==> config.mk <==
export PLATFORM = sky130hd
export DESIGN_NAME = segre_mem_arbiter
export DESIGN_NICKNAME = d
export VERILOG_FILES = /design/src/rtl/segre_mem_arbiter_pkg.sv /design/src/rtl/segre_mem_arbiter_sync_fifo.sv /design/src/rtl/segre_mem_arbiter.sv
export SDC_FILE = /design/constraint.sdc
export NUM_CORES = 2
export LEC_CHECK = 0
export CORE_MARGIN = 5
export CORE_UTILIZATION = 50
export DETAILED_ROUTE_END_ITERATION = 6
export HOLD_SLACK_MARGIN = 0.02
export PLACE_DENSITY_LB_ADDON = 0.08
export SLEW_MARGIN = 20
export SYNTH_ARGS = -nofsm -noshare
export SYNTH_HDL_FRONTEND = slang
export SYNTH_SLANG_ARGS = --single-unit
export TNS_END_PERCENT = 10
==> constraint.sdc <==
create_clock -name clk_i -period 20.8 [get_ports clk_i]
set_input_delay 5.2 -clock clk_i [delete_from_list [all_inputs] [get_ports clk_i]]
set_output_delay 5.2 -clock clk_i [all_outputs]
set_load 0.02 [all_outputs]
==> src/rtl/segre_mem_arbiter_pkg.sv <==
// Shared types and constants for the memory-request arbiter.
// arb_req_t generalises the two-cache request record to N requesters by
// carrying a generic port id instead of a cache id.
package segre_mem_arbiter_pkg;

    localparam int NUM_MEM_PORTS         = 2;
    localparam int ARB_BUF_SIZE          = 16;
    localparam int ARB_PTR_SIZE          = $clog2(ARB_BUF_SIZE);
    localparam int ADDR_SIZE             = 32;
    localparam int CACHE_LINE_SIZE_BYTES = 16;
    localparam int CACHE_LINE_W          = CACHE_LINE_SIZE_BYTES * 8;

    // The id field is sized for the largest supported port count so that one
    // struct type serves every arbiter configuration; memory echoes it back.
    localparam int ARB_MAX_PORTS = 16;
    localparam int ARB_ID_W      = $clog2(ARB_MAX_PORTS);

    typedef struct packed {
        logic [ARB_ID_W-1:0]     id;
        logic                    rd;
        logic                    wr;
        logic [ADDR_SIZE-1:0]    addr;
        logic [CACHE_LINE_W-1:0] line;
    } arb_req_t;

endpackage

==> src/rtl/segre_mem_arbiter_sync_fifo.sv <==
// Single-clock FIFO with occupancy count. The head output is zero whenever
// the FIFO is empty so stale storage never leaks onto the memory bus.
module segre_sync_fifo #(
    parameter int WIDTH = 8,
    parameter int DEPTH = 16
) (
    input  logic                   clk_i,
    input  logic                   rst_i,
    input  logic                   push_i,
    input  logic [WIDTH-1:0]       data_i,
    input  logic                   pop_i,
    output logic [WIDTH-1:0]       data_o,
    output logic                   full_o,
    output logic                   empty_o,
    output logic [$clog2(DEPTH):0] count_o
);

    localparam int PTR_W = $clog2(DEPTH);
    localparam int CNT_W = PTR_W + 1;

    logic [DEPTH-1:0][WIDTH-1:0] mem_q;
    logic [PTR_W-1:0]            wr_ptr_q;
    logic [PTR_W-1:0]            rd_ptr_q;
    logic [CNT_W-1:0]            count_q;

    // Storage write; no reset needed since reads are gated by empty.
    always_ff @(posedge clk_i) begin
        if (push_i) mem_q[wr_ptr_q] <= data_i;
    end

    // Pointers wrap naturally (DEPTH is a power of two); count tracks occupancy.
    always_ff @(posedge clk_i) begin
        if (rst_i) begin
            wr_ptr_q <= '0;
            rd_ptr_q <= '0;
            count_q  <= '0;
        end else begin
            if (push_i) wr_ptr_q <= wr_ptr_q + 1'b1;
            if (pop_i)  rd_ptr_q <= rd_ptr_q + 1'b1;
            case ({push_i, pop_i})
                2'b10:   count_q <= count_q + 1'b1;
                2'b01:   count_q <= count_q - 1'b1;
                default: count_q <= count_q;
            endcase
        end
    end

    assign empty_o = (count_q == '0);
    assign full_o  = (count_q == CNT_W'(DEPTH));
    assign count_o = count_q;
    assign data_o  = empty_o ? '0 : mem_q[rd_ptr_q];

endmodule

==> src/rtl/segre_mem_arbiter.sv <==
// N-port memory-request arbiter: grants one requester per cycle into a shared
// FIFO, issues the FIFO head to memory, and demuxes responses by port id.
// Build option: define SEGRE_ARB_RR_EN for round-robin priority; otherwise
// fixed priority with the lowest port index winning.
module segre_mem_arbiter
    import segre_mem_arbiter_pkg::*;
#(
    parameter int NUM_PORTS  = NUM_MEM_PORTS,
    parameter int BUF_DEPTH  = ARB_BUF_SIZE,
    parameter int ADDR_W     = ADDR_SIZE,
    parameter int LINE_BYTES = CACHE_LINE_SIZE_BYTES
) (
    input  logic                                   clk_i,
    input  logic                                   rst_i,
    input  logic [NUM_PORTS-1:0]                   req_valid_i,
    output logic [NUM_PORTS-1:0]                   req_ready_o,
    input  logic [NUM_PORTS-1:0]                   req_rd_i,
    input  logic [NUM_PORTS-1:0]                   req_wr_i,
    input  logic [NUM_PORTS-1:0][ADDR_W-1:0]       req_addr_i,
    input  logic [NUM_PORTS-1:0][LINE_BYTES*8-1:0] req_line_i,
    output logic                                   mem_valid_o,
    input  logic                                   mem_ready_i,
    output arb_req_t                               mem_req_o,
    input  logic                                   mem_rsp_valid_i,
    input  logic [ARB_ID_W-1:0]                    mem_rsp_id_i,
    input  logic [LINE_BYTES*8-1:0]                mem_rsp_line_i,
    output logic [NUM_PORTS-1:0]                   rsp_valid_o,
    output logic [LINE_BYTES*8-1:0]                rsp_line_o,
    output logic [$clog2(BUF_DEPTH):0]             count_o,
    output logic                                   full_o,
    output logic                                   empty_o
);

    localparam int ID_W  = $clog2(NUM_PORTS);
    localparam int REQ_W = $bits(arb_req_t);

    logic             found;
    logic             gnt_any;
    logic [ID_W-1:0]  gnt_id;
    arb_req_t         push_req;
    logic [REQ_W-1:0] head;
    logic             pop;

`ifdef SEGRE_ARB_RR_EN
    logic [ID_W-1:0] rr_q;
    logic [ID_W-1:0] idx;

    // Round-robin search starting at rr_q, wrapping modulo NUM_PORTS.
    always_comb begin
        found  = 1'b0;
        gnt_id = '0;
        idx    = '0;
        for (int i = 0; i < NUM_PORTS; i++) begin
            idx = ID_W'((int'(rr_q) + i) % NUM_PORTS);
            if (!found && req_valid_i[idx]) begin
                found  = 1'b1;
                gnt_id = idx;
            end
        end
    end

    // Advance the pointer past the winner; hold it when nothing is granted.
    always_ff @(posedge clk_i) begin
        if (rst_i)
            rr_q <= '0;
        else if (gnt_any)
            rr_q <= (gnt_id == ID_W'(NUM_PORTS - 1)) ? '0 : gnt_id + 1'b1;
    end
`else
    // Fixed priority: the lowest valid index wins.
    always_comb begin
        found  = |req_valid_i;
        gnt_id = '0;
        for (int i = NUM_PORTS - 1; i >= 0; i--) begin
            if (req_valid_i[i]) gnt_id = ID_W'(i);
        end
    end
`endif

    // No grant while full, even if the head pops this cycle, and none in reset.
    assign gnt_any = found && !full_o && !rst_i;

    // One-hot grant strobe back to the winning requester.
    always_comb begin
        req_ready_o = '0;
        if (gnt_any) req_ready_o[gnt_id] = 1'b1;
    end

    // Capture the winner's payload with its port id for the FIFO.
    always_comb begin
        push_req      = '0;
        push_req.id   = ARB_ID_W'(gnt_id);
        push_req.rd   = req_rd_i[gnt_id];
        push_req.wr   = req_wr_i[gnt_id];
        push_req.addr = ADDR_SIZE'(req_addr_i[gnt_id]);
        push_req.line = CACHE_LINE_W'(req_line_i[gnt_id]);
    end

    assign pop = mem_valid_o && mem_ready_i;

    segre_sync_fifo #(
        .WIDTH (REQ_W),
        .DEPTH (BUF_DEPTH)
    ) u_fifo (
        .clk_i   (clk_i),
        .rst_i   (rst_i),
        .push_i  (gnt_any),
        .data_i  (push_req),
        .pop_i   (pop),
        .data_o  (head),
        .full_o  (full_o),
        .empty_o (empty_o),
        .count_o (count_o)
    );

    assign mem_valid_o = !empty_o;
    assign mem_req_o   = head;

    // Response demux: ids outside the port range strobe nothing.
    for (genvar g = 0; g < NUM_PORTS; g++) begin : g_rsp
        assign rsp_valid_o[g] = !rst_i && mem_rsp_valid_i && (mem_rsp_id_i == ARB_ID_W'(g));
    end
    assign rsp_line_o = mem_rsp_line_i;

endmodule

# == Word level (Yosys, flattened, before mapping) ==
# Index checks and enable logic that the tools add are counted.
# totals
inputBits,462
register_bits,2669
output_inout_bits,306
# op_classes
reduce_logical,15
n_mux,20
order_cmp,5
n_eq_ne,4
addsub,4
# ops
op,n
bitwise mux 2656 bit,1
binary-select mux 166 bit (select 4 bit),1
demux 166 bit (select 4 bit),1
2-to-1 mux 166 bit,3
2-to-1 mux 128 bit,2
2-to-1 mux 32 bit,2
less-than comparator 4 x 5 -> 1 bit (second input constant),2
case mux 5 bit (2 select lines),1
adder 4 x 1 -> 4 bit (second input constant),2
logical AND 1 bit,8
2-to-1 mux 1 bit,7
adder 5 x 1 -> 5 bit (second input constant),1
== test 5 bit (second input constant),1
logical NOT 5 bit,1
subtractor 5 x 1 -> 5 bit (second input constant),1
== test 4 x 1 -> 1 bit (second input constant),1
>= comparator 4 x 1 -> 1 bit (second input constant),1
logical NOT 4 bit,1
logical NOT 1 bit,3
== test 2 x 1 -> 1 bit (second input constant),1
== test 2 bit (second input constant),1
less-than comparator 1 x 2 -> 1 bit (second input constant),1
2-to-1 mux 2 bit,1
nonzero test 2 bit,1
other kinds (3),3

# == Depth between registers and ports, before layout ==
# depth
ltp_word,7
depth_mapped,12
ltp_nobuf,10

# == Modules after synthesis ==
# Synthesis repeated with hierarchy kept, for this count alone.
# unflattened
hier_cells,4477
hier_area_um2,105257.2
# modules_own_cells
module,cells_each,area_per_inst_um2,instances
segre_sync_fifo,4156,101437.3,1
segre_mem_arbiter,321,3819.9,1

# == Worst setup path before layout ==
# Ideal clock, no wire load.
# synth_path
path_type,input to register
start,in req_valid_i[1]
end,reg u_fifo.mem_q[166] in the netlist's numbering (enable)
path_slack_ns,3.189
arrival_time_ns,16.726
stages,4
setup_time_ns,0.885
cell_sequence,nor2_1 a211oi_4 nand2_1 nor3_1
# synth_between
elab_chain_cells,3
# synth_lines
element,line_no,rtl
"start, declared",segre_mem_arbiter.sv:15,"input logic [NUM_PORTS-1:0] req_valid_i,"
OR reduction 2 bit,segre_mem_arbiter.sv:72,found = |req_valid_i;
logical AND 1 bit (2 in series),segre_mem_arbiter.sv:81,assign gnt_any = found && !full_o && !rst_i;
"end signal, assigned by index",segre_mem_arbiter_sync_fifo.sv:28,if (push_i) mem_q[wr_ptr_q] <= data_i;
"end, declared",segre_mem_arbiter_sync_fifo.sv:21,logic [DEPTH-1:0][WIDTH-1:0] mem_q;
# No other way between the ends.
# A chain may end at the register's enable or synchronous reset.

# == Worst setup path in the final report ==
# layout_path
start,in rst_i
end,out rsp_valid_o[0]
# layout_between
elab_chain_cells,3
# layout_lines
element,line_no,rtl
"start, declared",segre_mem_arbiter.sv:14,"input logic rst_i,"
logical NOT 1 bit,segre_mem_arbiter.sv:121,assign rsp_valid_o[g] = !rst_i && mem_rsp_valid_i && (mem_rsp_id_i == ARB_ID_W'(g));
logical AND 1 bit (2 in series),segre_mem_arbiter.sv:121,
"end, declared",segre_mem_arbiter.sv:27,"output logic [NUM_PORTS-1:0] rsp_valid_o,"
# No other way between the ends.

==> results.md <==
- CP Cell Sequence: clkdlybuf4s50_1, nand2b_1, or4_1, nor2_1, clkdlybuf4s50_1
- Worst Tran Pin Value: 1140 ps
- Internal reg-to-reg setup slack: 15160 ps
- Final period util: 0.614
- Max Root-Sink Buffers: 4
- DRT iter0 DRCs: 4481
- Gr usage total: 0.227
- FMAX: 78.2 MHz
- Clock Latency Late Sink: 900 ps
- Commonest non-fill, non-tap cell in the layout: edfxtp_1
- Synth Register Bits: 2621
- Share of Yosys cell area claimed by the top area cell type: 0.768
- Worst Path Required: 15600 ps
- Fin cells: 7799
- Fin area: 118000 um^2
- HPWL Detailed: 116 mm
- Endpoint type of the worst setup path: primary output
- TritonCTS clock tree: built
- GRT met2 Usage: 0.379
- Ys flop type: edfxtp_1
- Placed cell area: 109000 um^2
- Critical path's slowest cell: clkdlybuf4s50_1
- WP data arrival: 7580 ps
- Net Sw Power: 0.00356 W
- CP max FO: 22
- Resized cells post-CTS: 0
- Sequential fraction of the synthesis area: 0.770
- Routed WL: 242 mm
- CTS buffer count: 287
- Met3 usage: 0.0427
- Clk_skew: 37.4 ps
- Ys async rst share: 0
- Synth cell types: 48
- Core ar.: 203000 um^2
- Fill cells: 14.6k
- Cell-internal power: 0.00985 W
- Synth top area cells: edfxtp_1 (77%), mux4_2 (14%), mux2_2 (1.8%)
- Final Slew Violations: 0
- Via Count: 47.4k
- Pwr dens: 114 nW/um^2
- Switching share of power: 0.265
- Kind of critical path: input port to primary output
- Setup TNS: 0 ps
- Leak: 35.4 nW
- Average size of a mapped cell: 23.1 um^2
- WL/cell: 31.1 um
- Die Y-Extent: 462 um
- Grt peak-use layer: met2
- Syn Std Cell Area: 102000 um^2
- Commonest cells after routing, fill and taps aside: edfxtp_1 (2608), mux4_2 (652), clkdlybuf4s50_1 (508), clkbuf_16 (299), mux2i_1 (165)
- RD Place Congestion: 0.706
- Yosys top cell by area: edfxtp_1
- Clk slew on worst S/H paths: 60 ps
- Inst Count DP: 7306
- Port Buffers: 508
- Instance count on the critical path: 5
- Antenna Violating Nets Remaining: 0
- DRC: 0
- IO Pins: 768
- Global-route wire length before repair: 348 mm
- Largest net degree at the start of global routing: 117
- VDD IR-drop max: 105 uV
- Outcome: finished clean
- H-tree depth: 5
- Relative slew margins: 0.242
- Reg2Reg Depth: 8
- Hold buffers post-CTS: 0
- Post-Route Utilization: 0.582
- Grt total ovfl: 0
- Share of layout cells above drive strength 1: 0.263
- Die area: 213000 um^2
- # Post-CTS Setup Buffers: 0
- EDFF count, synth: 2608
- Synth Warn #: 0
- Clock power frac: 0.351
- Initial antenna violation count: 2
- Final hold vios: 0
- Max incr delay on CP: 850 ps
- RSZ-0062 raised after global routing: false
- Root buf cell: clkbuf_16
- 1st-pass router iterations: 5
- Synthesized instance count: 4418
- Cell Rows: 165
- Die X: 462 um
- Crit path max-delay family: buffers and inverters
- Minimum clock period after layout: 12780 ps
- Via density: 6.08
- Worst path bufs/invs: 2
- Critical path startpoint category: input port
- CTS sink cnt: 2621
- Hold Path Class: register to register
- Hold Path Depth: 2
- Final setup viols: 0
- GR Util met1: 0.314
- Area growth syn-to-layout: 15.6%
- Nets@finish: 5395
- Initial core utilization: 0.504
- Flop pwr share: 0.453
- Logic pwr share: 0.196
- Multi-input combinational cell area: 21300 um^2
- Reg area: 78600 um^2
- Vias in the first global route: 50.1k
- Max-cap violation count: 0
- CP dominant cell by count: clkdlybuf4s50_1
-- cell families (layout without fill, tap and decap cells) --
group	after synthesis	count (layout)	share of synthesized area
muxes	979	979	0.178
adders and majority gates	9	9	0.00110
and+or+nand+nor	69	69	0.00366
AOI/OAI and AO/OA	345	345	0.0240
DFF	2621	2621	0.770
other	1	5	0.0000368
xor gates and xnor gates	8	8	0.000687
buffers and inverters	386	1091	0.0220
-- worst reg2reg max path, cell delays in order (launching register included) --
cell	delay, ps
dfxtp_1	550
nor4_4	160
a211oi_4	400
nand2_1	290
nor2_4	620
buf_4	750
buf_4	770
buf_4	970
buf_4	720
-- flip-flops by register name (all words and copies together), names as in the netlist --
signal	cells
u_fifo.mem_q	2608
u_fifo.rd_ptr_q	4
u_fifo.wr_ptr_q	4
u_fifo.count_o	5
-- layout make-up --
type	count	area share
Tap cell	2672	0.0284
Clock buffer	379	0.0661
Inverter	9	0.000287
Sequential cell	2621	0.667
Antenna cell	2	0.0000425
Multi-Input combinational cell	1413	0.181
Clock inverter	111	0.00681
Timing Repair Buffer	592	0.0507
-- routing by layer --
metal	vias up	part of all wire	wire [um]
met5	-	0.00015	37
met1	25733	0.41	100000
met4	2	0.020	4920
li1	19701	-	-
met2	1624	0.50	122000
met3	322	0.062	15100
-- cell usage after synthesis (13+ instances only) --
| cell type | number |
|---|---|
| mux2_2 | 162 |
| edfxtp_1 | 2608 |
| buf_1 | 20 |
| dfxtp_1 | 13 |
| clkbuf_1 | 113 |
| buf_4 | 132 |
| mux2i_1 | 165 |
| a22oi_1 | 163 |
| buf_2 | 90 |
| nor2_1 | 27 |
| o21ai_2 | 70 |
| mux4_2 | 652 |
| o21ai_0 | 98 |
-- worst paths after layout --
| check | startpoint | end |
|---|---|---|
| max | rst_i | rsp_valid_o[0] |
| min | u_fifo.wr_ptr_q[1] | u_fifo.wr_ptr_q[1] |
| max reg2reg | u_fifo.count_o[1] | u_fifo.mem_q[1483] |
| min reg2reg | u_fifo.wr_ptr_q[1] | u_fifo.wr_ptr_q[1] |
-- power groups by stage --
stage | logic, W | registers, W | clock network (W)
2_1_floorplan | 0.00160 | 0.00621 | 0
3_3_place_gp | 0.00268 | 0.00618 | 0
3_5_place_dp | 0.00269 | 0.00618 | 0
4_1_cts | 0.00270 | 0.00607 | 0.00482
5_1_grt | 0.00279 | 0.00608 | 0.00504
6_report | 0.00263 | 0.00607 | 0.00470
-- stage by stage --
step,worst slack (ps),power [W],hold WS [ps]
2_1_floorplan,3190,0.00781,515
3_3_place_gp,7970,0.00886,563
3_5_place_dp,7990,0.00887,564
4_1_cts,8000,0.0136,577
5_1_grt,7890,0.0139,631
6_report,8020,0.0134,576
No activity file was read; power rests on OpenSTA's default activity.
